<file path="src/rtl/ifid_queue_if.sv">
// ifid_queue_if: valid/ready entry channel carrying PC, instruction and fault flag
interface ifid_queue_if #(
  parameter int PC_WIDTH   = 32,
  parameter int INST_WIDTH = 32
);
  logic                  valid;
  logic                  ready;
  logic [PC_WIDTH-1:0]   pc;
  logic [INST_WIDTH-1:0] inst;
  logic                  fault;
  modport master (output valid, pc, inst, fault, input ready);
  modport slave  (input valid, pc, inst, fault, output ready);
endinterface

</file>
<file path="src/rtl/ifid_queue.sv">
// ifid_queue: DEPTH-entry in-order IF/ID buffer with flush and NOP-on-empty
module ifid_queue #(
  parameter int                    PC_WIDTH   = 32,
  parameter int                    INST_WIDTH = 32,
  parameter int                    DEPTH      = 2,
  parameter logic [INST_WIDTH-1:0] NOP_INST   = 32'h0000_0013,
  localparam int                   CNT_WIDTH  = $clog2(DEPTH + 1)
) (
  input  logic                 clk,
  input  logic                 rst_n,
  ifid_queue_if.slave          fetch,
  ifid_queue_if.master         decode,
  input  logic                 flush,
  output logic [CNT_WIDTH-1:0] count
);
  localparam int AW = $clog2(DEPTH);

  logic [PC_WIDTH-1:0]   mem_pc   [DEPTH];
  logic [INST_WIDTH-1:0] mem_inst [DEPTH];
  logic                  mem_fault[DEPTH];
  logic [AW-1:0]         wr_ptr, rd_ptr, ptr_diff;
  logic [CNT_WIDTH-1:0]  cnt;
  logic                  push, pop;

  // handshake qualifiers; ready/valid depend only on registered occupancy
  always_comb begin
    fetch.ready  = cnt != CNT_WIDTH'(DEPTH);
    decode.valid = cnt != '0;
    push         = fetch.valid & fetch.ready;
    pop          = decode.valid & decode.ready;
    ptr_diff     = wr_ptr - rd_ptr;
    count        = cnt;
  end

  // pointers and occupancy; flush overrides any push/pop in the same cycle
  always_ff @(posedge clk or negedge rst_n) begin
    if (!rst_n) begin
      wr_ptr <= '0;
      rd_ptr <= '0;
      cnt    <= '0;
    end else if (flush) begin
      wr_ptr <= '0;
      rd_ptr <= '0;
      cnt    <= '0;
    end else begin
      if (push) wr_ptr <= wr_ptr + AW'(1);
      if (pop) rd_ptr <= rd_ptr + AW'(1);
      if (push != pop) cnt <= push ? cnt + CNT_WIDTH'(1) : cnt - CNT_WIDTH'(1);
    end
  end

  // entry storage is left unreset; stale contents are hidden by the output mask
  always_ff @(posedge clk) begin
    if (push && !flush) begin
      mem_pc[wr_ptr]    <= fetch.pc;
      mem_inst[wr_ptr]  <= fetch.inst;
      mem_fault[wr_ptr] <= fetch.fault;
    end
  end

  // head entry to decode, or a NOP bubble when empty
  always_comb begin
    decode.pc    = decode.valid ? mem_pc[rd_ptr]    : '0;
    decode.inst  = decode.valid ? mem_inst[rd_ptr]  : NOP_INST;
    decode.fault = decode.valid ? mem_fault[rd_ptr] : 1'b0;
  end

  // occupancy stays in range and agrees with the pointer distance
  always @(posedge clk) begin
    if (rst_n) begin
      assert (32'(cnt) <= DEPTH);
      assert (ptr_diff == AW'(cnt));
    end
  end
endmodule

</file>
<file path="src/flat_wrapper.sv">
// flat-port wrapper written by rule: the top's interface ports become plain ports
module ifid_queue_flat 
#(
  parameter int                    PC_WIDTH   = 32,
  parameter int                    INST_WIDTH = 32,
  parameter int                    DEPTH      = 2,
  parameter logic [INST_WIDTH-1:0] NOP_INST   = 32'h0000_0013,
  localparam int                   CNT_WIDTH  = $clog2(DEPTH + 1)
)
  (clk, rst_n, flush, count, fetch_valid, fetch_pc, fetch_inst, fetch_fault, fetch_ready, decode_valid, decode_pc, decode_inst, decode_fault, decode_ready);
  ifid_queue_if #(.PC_WIDTH(PC_WIDTH), .INST_WIDTH(INST_WIDTH)) fetch_i ();
  ifid_queue_if #(.PC_WIDTH(PC_WIDTH), .INST_WIDTH(INST_WIDTH)) decode_i ();
  input  logic clk;
  input  logic rst_n;
  input  logic flush;
  output logic [CNT_WIDTH-1:0] count;
  input wire logic [$bits(fetch_i.valid)-1:0] fetch_valid;
  input wire logic [$bits(fetch_i.pc)-1:0] fetch_pc;
  input wire logic [$bits(fetch_i.inst)-1:0] fetch_inst;
  input wire logic [$bits(fetch_i.fault)-1:0] fetch_fault;
  output wire logic [$bits(fetch_i.ready)-1:0] fetch_ready;
  output wire logic [$bits(decode_i.valid)-1:0] decode_valid;
  output wire logic [$bits(decode_i.pc)-1:0] decode_pc;
  output wire logic [$bits(decode_i.inst)-1:0] decode_inst;
  output wire logic [$bits(decode_i.fault)-1:0] decode_fault;
  input wire logic [$bits(decode_i.ready)-1:0] decode_ready;
  assign fetch_i.valid = fetch_valid;
  assign fetch_i.pc = fetch_pc;
  assign fetch_i.inst = fetch_inst;
  assign fetch_i.fault = fetch_fault;
  assign fetch_ready = fetch_i.ready;
  assign decode_valid = decode_i.valid;
  assign decode_pc = decode_i.pc;
  assign decode_inst = decode_i.inst;
  assign decode_fault = decode_i.fault;
  assign decode_i.ready = decode_ready;
  ifid_queue #(.PC_WIDTH(PC_WIDTH), .INST_WIDTH(INST_WIDTH), .DEPTH(DEPTH), .NOP_INST(NOP_INST)) u_core (.clk(clk), .rst_n(rst_n), .fetch(fetch_i), .decode(decode_i), .flush(flush), .count(count));
endmodule
</file>
<file path="config.mk">
export PLATFORM = sky130hd
export DESIGN_NAME = ifid_queue_flat
export DESIGN_NICKNAME = d
export VERILOG_FILES = /design/src/rtl/ifid_queue_if.sv /design/src/rtl/ifid_queue.sv /design/src/flat_wrapper.sv
export SDC_FILE = /design/constraint.sdc
export NUM_CORES = 1
export LEC_CHECK = 0
export BUFFER_PORTS_ARGS = -buffer_cell sky130_fd_sc_hd__buf_4
export CAP_MARGIN = 40
export CORE_MARGIN = 1
export CORE_UTILIZATION = 56
export DETAILED_ROUTE_END_ITERATION = 8
export GPL_ROUTABILITY_DRIVEN = 0
export PLACE_DENSITY = 0.88
export SLEW_MARGIN = 20
export SYNTH_ARGS = -nofsm -noshare
export SYNTH_HDL_FRONTEND = slang
export SYNTH_SLANG_ARGS = --single-unit
</file>
<file path="constraint.sdc">
create_clock -name clk -period 14.2 [get_ports clk]
set_input_delay 0.71 -clock clk [delete_from_list [all_inputs] [get_ports clk]]
set_output_delay 0.71 -clock clk [all_outputs]
set_load 0.01 [all_outputs]
</file>
# ---- Yosys cells after proc, flatten, opt, wreduce, memory -nomap -nowiden
# Memory sizes are Yosys's and may differ from the RTL's.
# Index checks and enable logic that the tools add are counted.
dict set report totals {
  mem_bits_rw 130
  regBits 4
  output_inout_bits 69
  memories 3
}
# name depth width read_ports rd_ports_with_merged_regs write_ports line_no
set mem_list {}
lappend mem_list {u_core.mem_inst 2 32 1 0 1 ifid_queue.sv:19} ;# logic [INST_WIDTH-1:0] mem_inst [DEPTH];
lappend mem_list {u_core.mem_pc 2 32 1 0 1 ifid_queue.sv:18} ;# logic [PC_WIDTH-1:0] mem_pc [DEPTH];
lappend mem_list {u_core.mem_fault 2 1 1 0 1 ifid_queue.sv:20} ;# logic mem_fault[DEPTH];
dict set report op_classes {
  n_mux 12
  reduce_logical 6
  bitwise 2
  eq_ne 2
  n_addsub 4
}
# operator count
set op_table {}
lappend op_table {{2-to-1 mux 32 bit} 2}
lappend op_table {{nonzero test 2 bit} 4}
lappend op_table {{2-to-1 mux 1 bit} 7}
lappend op_table {{2-to-1 mux 2 bit} 3}
lappend op_table {{adder 1 bit (second input constant)} 2}
lappend op_table {{adder 2 x 1 -> 2 bit (second input constant)} 1}
lappend op_table {{bitwise AND 1 bit} 2}
lappend op_table {{!= test 2 bit (second input constant)} 1}
lappend op_table {{subtractor 2 x 1 -> 2 bit (second input constant)} 1}
lappend op_table {{logical AND 1 bit} 1}
lappend op_table {{zero test 1 bit} 1}
lappend op_table {{!= test 1 bit} 1}

# ---- Longest topological paths before layout
# Gate-level depths: netlist of the first run.
dict set report logic_depth {
  depth_word 5
  ltp_mapped 5
  ltp_nobuf 4
}

# ---- Worst setup path before layout of the first run
# OpenSTA, ideal clock, no wires.
dict set report synth_path {
  path_type {register to register}
  startpoint {register u_core.cnt[1], in the netlist u_core.count[1]}
  endpoint {memory u_core.mem_fault[1] (enable)}
  path_stages_with_launch 5
  t_arrival_ns 5.544
  path_slack_ns 8.075
  period_less_slack_ns 6.125
  path_cell_list {dfrtp_1 > nor2b_1 > inv_2 > nand2_1 > nor3b_1}
}
dict set report synth_via {
  elab_chain_cells 5
}
# item line_no
set synth_lines {}
lappend synth_lines {{from (decl)} ifid_queue.sv:22} ;# logic [CNT_WIDTH-1:0] cnt;
lappend synth_lines {{from (signal assigned)} ifid_queue.sv:48} ;# if (push != pop) cnt <= push ? cnt + CNT_WIDTH'(1) : cnt - CNT_WIDTH'(1);
lappend synth_lines {{!= test 2 bit} ifid_queue.sv:27} ;# fetch.ready = cnt != CNT_WIDTH'(DEPTH);
lappend synth_lines {{net fetch_ready} flat_wrapper.sv:21} ;# output wire logic [$bits(fetch_i.ready)-1:0] fetch_ready;
lappend synth_lines {{bitwise AND 1 bit} ifid_queue.sv:29} ;# push = fetch.valid & fetch.ready;
lappend synth_lines {{logical AND 1 bit} ifid_queue.sv:54} ;# if (push && !flush) begin
lappend synth_lines {{2-to-1 mux 1 bit} ifid_queue.sv:54}
lappend synth_lines {{2-to-1 mux 1 bit (not written as such)} ifid_queue.sv:57} ;# mem_fault[wr_ptr] <= fetch.fault;
lappend synth_lines {{to (decl)} ifid_queue.sv:20}
# The timed path passes the listed nets, and every way through them passes these cells.

# ---- Worst setup path in the final report of the first run
dict set report layout_path {
  startpoint {register u_core.rd_ptr}
  endpoint {output port decode_inst[26]}
}
dict set report layout_via {
  elab_chain_cells 2
}
# item line_no
set layout_lines {}
lappend layout_lines {{from (decl)} ifid_queue.sv:21} ;# logic [AW-1:0] wr_ptr, rd_ptr, ptr_diff;
lappend layout_lines {{from (signal assigned)} ifid_queue.sv:47} ;# if (pop) rd_ptr <= rd_ptr + AW'(1);
lappend layout_lines {{memory read (2 x 32 bit)} n/a}
lappend layout_lines {{2-to-1 mux 32 bit} ifid_queue.sv:64} ;# decode.inst = decode.valid ? mem_inst[rd_ptr] : NOP_INST;
lappend layout_lines {{to (decl)} flat_wrapper.sv:24} ;# output wire logic [$bits(decode_i.inst)-1:0] decode_inst;
# Every way passes these cells.

==> reports/results.txt, run 1 <==
End point of the most critical hold path: u_core.mem_inst[0][19]
Synth Area in Adders: 0%
Count of mapped cells out of synthesis: 301
DR vias/cell: 5.266
Commonest non-fill, non-tap cell in the layout: sky130_fd_sc_hd__buf_4
Most used flip-flop cell after synthesis: sky130_fd_sc_hd__edfxtp_1
DRC errors left: 14
Required time worst endpoint: 13.49 ns
Fmax achieved: 353.0 MHz
Number of cells on the worst hold path: 1
Largest family of logic cells by synthesized area: multiplexers
Port buffer count: 138
Setup repair after global routing missed its margin: false
I/O pin count: 139
Initial DRC Count: 179
Clock skew after layout: 0.009604 ns
Yosys reg bits: 134
Crit path DAT: 2.12 ns
Global-route wire length before repair: 15480 um
Fraction of final layout cells with drive strength greater than 1: 38.79%
Post-layout min period: 2.833 ns
Hold Startpoint: fetch_inst[19]
Routed wirelength normalized by instance count: 17.34 um
Count of nets after finishing: 521
Routed vias: 3012
Sequential area share after synthesis: 77.84%
Area share of xor/xnor cells in the synthesized design: 0.1703%
Count of flip-flops with a built-in enable after synthesis: 130
Reg-to-reg startpoint: u_core.count[1]
Number of library cell types mapped by synthesis: 23
Critical path's slowest cell: sky130_fd_sc_hd__dfrtp_4
Buffers from clock root to sink, at most: 2
Count of antenna diodes in the layout: 0
Die Span Y: 97.84 um
Drt total wl: 9917 um
Post-DRT Antenna Nets: 0
Worst-skew pair later-pin latency: 0.51 ns
Crit path buffers/inverters: 2
Mean Syn Cell Area: 17.09 sq um
Num CTS Buffers: 17
Critical path cell sequence: buf_16 -> mux2i_1 -> nor2_1 -> buf_4
Cell area reported after detailed placement: 6277 sq um
Sum of negative setup slack: 0 ns
All-layer global routing usage: 21.82%
Die area: 9573 sq um
Area fraction in compound gates after synthesis: 0.9487%
Maximum number of pins on one net before global-route repair: 66
Max-cap violations: 0
Post-synthesis cell area: 5144 sq um
Post-synthesis mux area share: 12.84%
Worst-path maximum fanout: 40
Failing checks: design-rule violations
Transition at the pin with the smallest max-transition slack: 0.6752 ns
Fraction of synthesis flops using an asynchronous set or reset pin: 2.985%
Net count after synthesis: 371
Kind of path behind the tightest hold check: in2reg
Initial core utilization: 58.41%
Max stage delay on crit path: 0.76 ns
Setup crit end kind: output pin
Worst setup slack after placement: 11.90 ns
Commonest cells after routing, fill and taps aside: 141 x sky130_fd_sc_hd__buf_4, 130 x sky130_fd_sc_hd__edfxtp_1, 66 x sky130_fd_sc_hd__mux2i_1, 63 x sky130_fd_sc_hd__nor2_1, 16 x sky130_fd_sc_hd__clkbuf_16
Antenna violations before repair: 0
Via count of the first global-routing pass: 3083
Setup slack after layout: 11.37 ns
Max Slew Vio Count: 0
Worst setup path category: reg2out
Detailed-placement wirelength estimate: 6186 um
Cell count of the worst reg-to-reg path: 6
Simple-gate area share of the yosys netlist: 5.911%
Family of cells with the greatest summed delay on the critical path: flip-flops
Worst slew slack as a fraction of its limit: 54.99%
Number of H-tree branching levels: 4
Result of the run: complete, but fails checks
Number of instances resized during post-cts repair: 0
Cell chosen for the clock root: sky130_fd_sc_hd__clkbuf_8
Final Hold Vio Count: 0
Type of element launching the critical path: register
Share of the clock period used by the worst path after layout: 19.95%
Synth-to-layout area growth: 33.81%
Internal reg-to-reg setup slack: 12.18 ns
Peak VDD IR: 0.00009346 V
Final-layout fill cell count: 484
Power density over cell area: 138.7 nW/um^2
Num rows: 34
Footprint of the multi-input gates: 1037 sq um
Total non-filler cell area in the finished layout: 6883 sq um
Number of iterations in the first detailed-routing pass: 8
CTS tree: yes
Die width: 97.84 um
Reg-to-reg critical path endpoint: u_core.mem_pc[0][1]
Count of warnings emitted by yosys: 0
Placeable Area: 8806 sq um
Clock-pin slew of the registers on the worst-case setup and hold paths: 0.06 ns
Clock sinks: 134
Total grt overflow: 0
Final setup viols: 0
Static power due to leakage: 2.585 nW
Register area: 4008 sq um
==> worst max-delay path by stage <==
stage                    start             endpoint  depth (start not counted)
3_3_place_gp     u_core.rd_ptr       decode_inst[4]                          3
4_1_cts        u_core.count[0]       decode_inst[1]                          5
2_1_floorplan  u_core.count[1]  u_core.mem_fault[1]                          4
3_5_place_dp     u_core.rd_ptr      decode_inst[26]                          4
5_1_grt          u_core.rd_ptr      decode_inst[26]                          4
6_report         u_core.rd_ptr      decode_inst[26]                          4
==> routing by layer <==
metal	up-vias	global-route usage (%)	share of wire, %	wire [um]
met5	-	0	0	0
met4	0	9.674	1.5	147
met3	14	6.228	6.2	610
met2	121	37.16	54	5344
met1	1460	25.94	38	3815
li1	1417	-	-	-
==> sequential cells by signal (all words and copies together) (netlist names) <==
register and flops:
u_core.mem_fault 2, u_core.count 2, u_core.mem_pc 64, u_core.mem_inst 64, u_core.rd_ptr 1, u_core.wr_ptr 1
==> cell families after synthesis <==
logic type,Yosys count
buf+inv,17
mux,66
xor+xnor,1
simple gates,75
flops,134
compound gates,8
==> synth_stat cells, drive strengths merged, types with 2 or more instances <==
cell type,n,area share [%]
buf,14,2.1
nor3b,2,0.29
nand2,4,0.29
dfrtp,4,1.9
mux2i,66,13
edfxtp,130,76
inv,3,0.22
o21ai,2,0.19
a21oi,4,0.46
nor2,64,4.7
==> cell type report <==
class                   count  area share (%)
clock buffers              19           6.126
clock inverters            13           1.836
inverters                   3          0.1636
multi-input cells         150           15.07
flip-flops and latches    134           58.23
well taps                 108           1.963
repair buffers            145           16.62
==> worst reg2reg max path: stages (launching register included) <==
cell,delay [ns]
sky130_fd_sc_hd__dfrtp_1,0.48
sky130_fd_sc_hd__nor2b_1,0.21
sky130_fd_sc_hd__inv_2,0.10
sky130_fd_sc_hd__nand2_1,0.11
sky130_fd_sc_hd__nor3_2,0.15
sky130_fd_sc_hd__buf_4,0.33
sky130_fd_sc_hd__buf_12,0.29
==> per-stage QoR <==
step	power (mW)	instances	util, %	hold slack (ns)
2_1_floorplan	0.5164	301	-	0.4144
3_3_place_gp	0.5603	536	70.97	0.5097
3_5_place_dp	0.5652	537	71.28	0.5132
4_1_cts	0.9611	570	77.62	0.3596
5_1_grt	0.9858	572	78.16	0.3560
6_report	0.9549	572	78.16	0.3835
==> where the power goes <==
| group | leakage (nW) | internal [mW] | switching [mW] |
|---|---|---|---|
| logic | 1.08 | 0.0503 | 0.0490 |
| clock network | 0.257 | 0.234 | 0.163 |
| registers | 1.24 | 0.450 | 0.00818 |
==> repair_timing <==
item	4_1_cts	5_1_grt
endpoints found under the hold margin	4	0
hold buffers	1	0
setup buffers	0	0
Power figures use the tool's default switching activity.
==> inputs of run 2 (changes only) <==
--- a/config.mk
+++ b/config.mk
@@ -8,10 +8,10 @@
 export BUFFER_PORTS_ARGS = -buffer_cell sky130_fd_sc_hd__buf_4
 export CAP_MARGIN = 40
 export CORE_MARGIN = 1
-export CORE_UTILIZATION = 56
+export CORE_UTILIZATION = 47
 export DETAILED_ROUTE_END_ITERATION = 8
 export GPL_ROUTABILITY_DRIVEN = 0
-export PLACE_DENSITY = 0.88
+export PLACE_DENSITY = 0.8
 export SLEW_MARGIN = 20
 export SYNTH_ARGS = -nofsm -noshare
 export SYNTH_HDL_FRONTEND = slang
==> constraint.sdc (replaced) <==
create_clock -name clk -period 2.5 [get_ports clk]
set_input_delay 0.125 -clock clk [delete_from_list [all_inputs] [get_ports clk]]
set_output_delay 0.125 -clock clk [all_outputs]
set_load 0.01 [all_outputs]
==> run 2 against run 1 <==
The flow now finishes without violations. Non-clock buffer count rose by 73. Total power rose to 6.0 times the previous value. Cell count rose by 17%. Core utilization fell by 4.7 points. Global-route usage fell by 2.4 points. Wire length rose by 7.5%. Sequential power rose to 5.7 times the previous value. Critical path depth did not move. Flip-flop and latch count did not move. Worst setup slack got worse by 11 ns. Combinational power rose to 6.7 times the previous value. Register-to-register slack got worse by 12 ns.
==> reports/results.txt, run 2 (synthesized netlist as in run 1, its figures left out) <==
Result of the run: completed
Synth-to-layout area growth: 49.38%
Die area: 11370 sq um (+19%)
Cell area reported after detailed placement: 6371 sq um (+1.5%)
DRC errors left: 0 (-14)
Setup repair after global routing missed its margin: false
Final Hold Vio Count: 0 (unchanged)
Count of antenna diodes in the layout: 0 (unchanged)
Num rows: 37 (+8.8%)
I/O pin count: 139 (unchanged)
Setup crit end kind: output pin
Family of cells with the greatest summed delay on the critical path: simple AND/OR/NAND/NOR gates
Max stage delay on crit path: 0.49 ns (-0.27 ns)
Die Span Y: 106.6 um (+9.0%)
Crit path buffers/inverters: 2 (unchanged)
Commonest non-fill, non-tap cell in the layout: sky130_fd_sc_hd__buf_4
Transition at the pin with the smallest max-transition slack: 0.5218 ns (-0.1534 ns)
Peak VDD IR: 0.0006046 V (+550%)
Post-layout min period: 2.239 ns
Placeable Area: 10460 sq um (+19%)
Combinational cell fraction of total power: 11.6% (+1.2 points)
Static power due to leakage: 2.918 nW (+13%)
Final setup viols: 0 (unchanged)
Clock sinks: 134 (unchanged)
Max-cap violations: 0 (unchanged)
DR vias/cell: 4.887 (-7.2%)
Internal Power: 4.532 mW (+520%)
Detailed-placement wirelength estimate: 6456 um (+4.4%)
Worst-path maximum fanout: 28 (-30%)
Via count of the first global-routing pass: 3524 (+14%)
Critical path cell sequence: nor2_4 -> buf_4 -> nor2_1 -> buf_4
Cell chosen for the clock root: sky130_fd_sc_hd__clkbuf_8
Maximum number of pins on one net before global-route repair: 41 (-38%)
Fmax achieved: 446.7 MHz
Top Registers: u_core.mem_inst x64, u_core.mem_pc x64
Initial core utilization: 49.16% (-9.2 points)
Clock-pin slew of the registers on the worst-case setup and hold paths: 0.06 ns (about the same)
All-layer global routing usage: 19.42% (-2.4 points)
Post-DRT Antenna Nets: 0 (unchanged)
Antenna violations before repair: 0 (unchanged)
Share of power burned in registers: 45.3% (-2.7 points)
Routed vias: 3284 (+9.0%)
Number of cells in the design after placement: 570 (+6.1%)
Worst setup path category: reg2out
Power density over cell area: 748.2 nW/um^2 (+440%)
Number of iterations in the first detailed-routing pass: 5 (-3)
Clock skew after layout: 0.005786 ns (-0.003818 ns)
Num CTS Buffers: 17 (unchanged)
Psw: 1.217 mW (+450%)
CTS tree: yes
Switching part of the total: 21.18% (-1.9 points)
Routed wirelength normalized by instance count: 15.87 um (-8.5%)
Buffers from clock root to sink, at most: 2 (unchanged)
Fraction of final layout cells with drive strength greater than 1: 34.70% (-4.1 points)
Proportion of power drawn by the clock network: 43.2% (+1.6 points)
Max Slew Vio Count: 0 (unchanged)
Critical path's slowest cell: sky130_fd_sc_hd__dfrtp_1
Crit path DAT: 2.11 ns (about the same)
Share of the clock period used by the worst path after layout: 89.55%
Commonest cells after routing, fill and taps aside: 146 x sky130_fd_sc_hd__buf_4, 130 x sky130_fd_sc_hd__edfxtp_1, 71 x sky130_fd_sc_hd__dlygate4sd3_1, 66 x sky130_fd_sc_hd__mux2i_1, 63 x sky130_fd_sc_hd__nor2_1
Worst-skew pair later-pin latency: 0.50 ns (about the same)
Die width: 106.6 um (+9.0%)
Count of non-filler cells in the finished layout: 672 (+17%)
Number of H-tree branching levels: 4 (unchanged)
Worst slew slack as a fraction of its limit: 65.22% (+10 points)
Kind of path behind the tightest hold check: in2reg
Required time worst endpoint: 2.38 ns (-11.11 ns)
Count of nets after finishing: 594 (+14%)
Global-route wire length before repair: 16180 um (+4.5%)
Total grt overflow: 0 (unchanged)
Initial DRC Count: 204 (+14%)
Drt total wl: 10660 um (+7.5%)
Most repeated library cell on the critical path: sky130_fd_sc_hd__buf_4
Total non-filler cell area in the finished layout: 7684 sq um (+12%)
Port buffer count: 138 (unchanged)
Type of element launching the critical path: register
==> run 2: worst paths after layout <==
path                                 start              endpoint  slack, ns  cells after the start
max                        u_core.count[0]       decode_inst[21]       0.26                      4
min reg2reg                  u_core.wr_ptr         u_core.wr_ptr       0.64                      2
max reg2reg                u_core.count[1]  u_core.mem_pc[1][30]       0.68                      5
min                           fetch_pc[22]  u_core.mem_pc[0][22]       0.34                      2
max in group asynchronous            rst_n         u_core.rd_ptr       1.69                      3
min in group asynchronous            rst_n         u_core.rd_ptr       0.58                      3
==> run 2: area by class of cell <==
cell class                      count  area [sq um]
Clock buffer                       19         421.7
Inverter                            3         11.26
Tap cell                          136         170.2
Sequential cell                   134          4009
Multi-Input combinational cell    150          1065
Timing Repair Buffer              218          1827
Clock inverter                     12         180.2
Fill cell                         654          2779
==> run 2: worst reg2reg max path: stages (launching register included) <==
cell                      delay [ns]
sky130_fd_sc_hd__dfrtp_2        0.46
sky130_fd_sc_hd__nor2b_4        0.16
sky130_fd_sc_hd__inv_2          0.09
sky130_fd_sc_hd__nand2_4        0.07
sky130_fd_sc_hd__nor3b_4        0.19
sky130_fd_sc_hd__buf_4          0.47
==> run 2: power groups by stage <==
stage          Clock, mW  Combinational, mW  Sequential (mW)
2_1_floorplan          0              0.304             2.63
3_3_place_gp           0              0.563             2.64
3_5_place_dp           0              0.575             2.65
4_1_cts             2.53              0.665             2.60
5_1_grt             2.62              0.715             2.61
6_report            2.48              0.664             2.60
==> run 2: per-stage QoR <==
stage          util [%]  hold slack [ns]  setup TNS [ns]  worst slack (ns)  total power [mW]
2_1_floorplan         -          -0.1706          -40.46           -0.3808             2.930
3_3_place_gp      60.89         -0.07297               0            0.7406             3.206
3_5_place_dp      60.89         -0.06969               0            0.6938             3.224
4_1_cts           73.44           0.3211               0            0.2397             5.795
5_1_grt           73.44           0.3206               0           0.09252             5.944
6_report          73.44           0.3448               0            0.2612             5.749
==> run 2: metal layers <==
layer | track usage (%) | wire (um) | up-vias | part of all wire, %
met2 | 36.73 | 5999 | 111 | 56
met4 | 7.143 | 154 | 0 | 1.4
met1 | 20.28 | 4024 | 1594 | 38
met3 | 5.471 | 485 | 14 | 4.5
met5 | 0 | 0 | - | 0
li1 | - | - | 1565 | -
==> run 2: repair_timing <==
action                    in CTS  in global routing
resized for setup              0                  0
hold endpoints to repair     138                  0
hold buffers                  71                  0
setup buffers                  0                  0
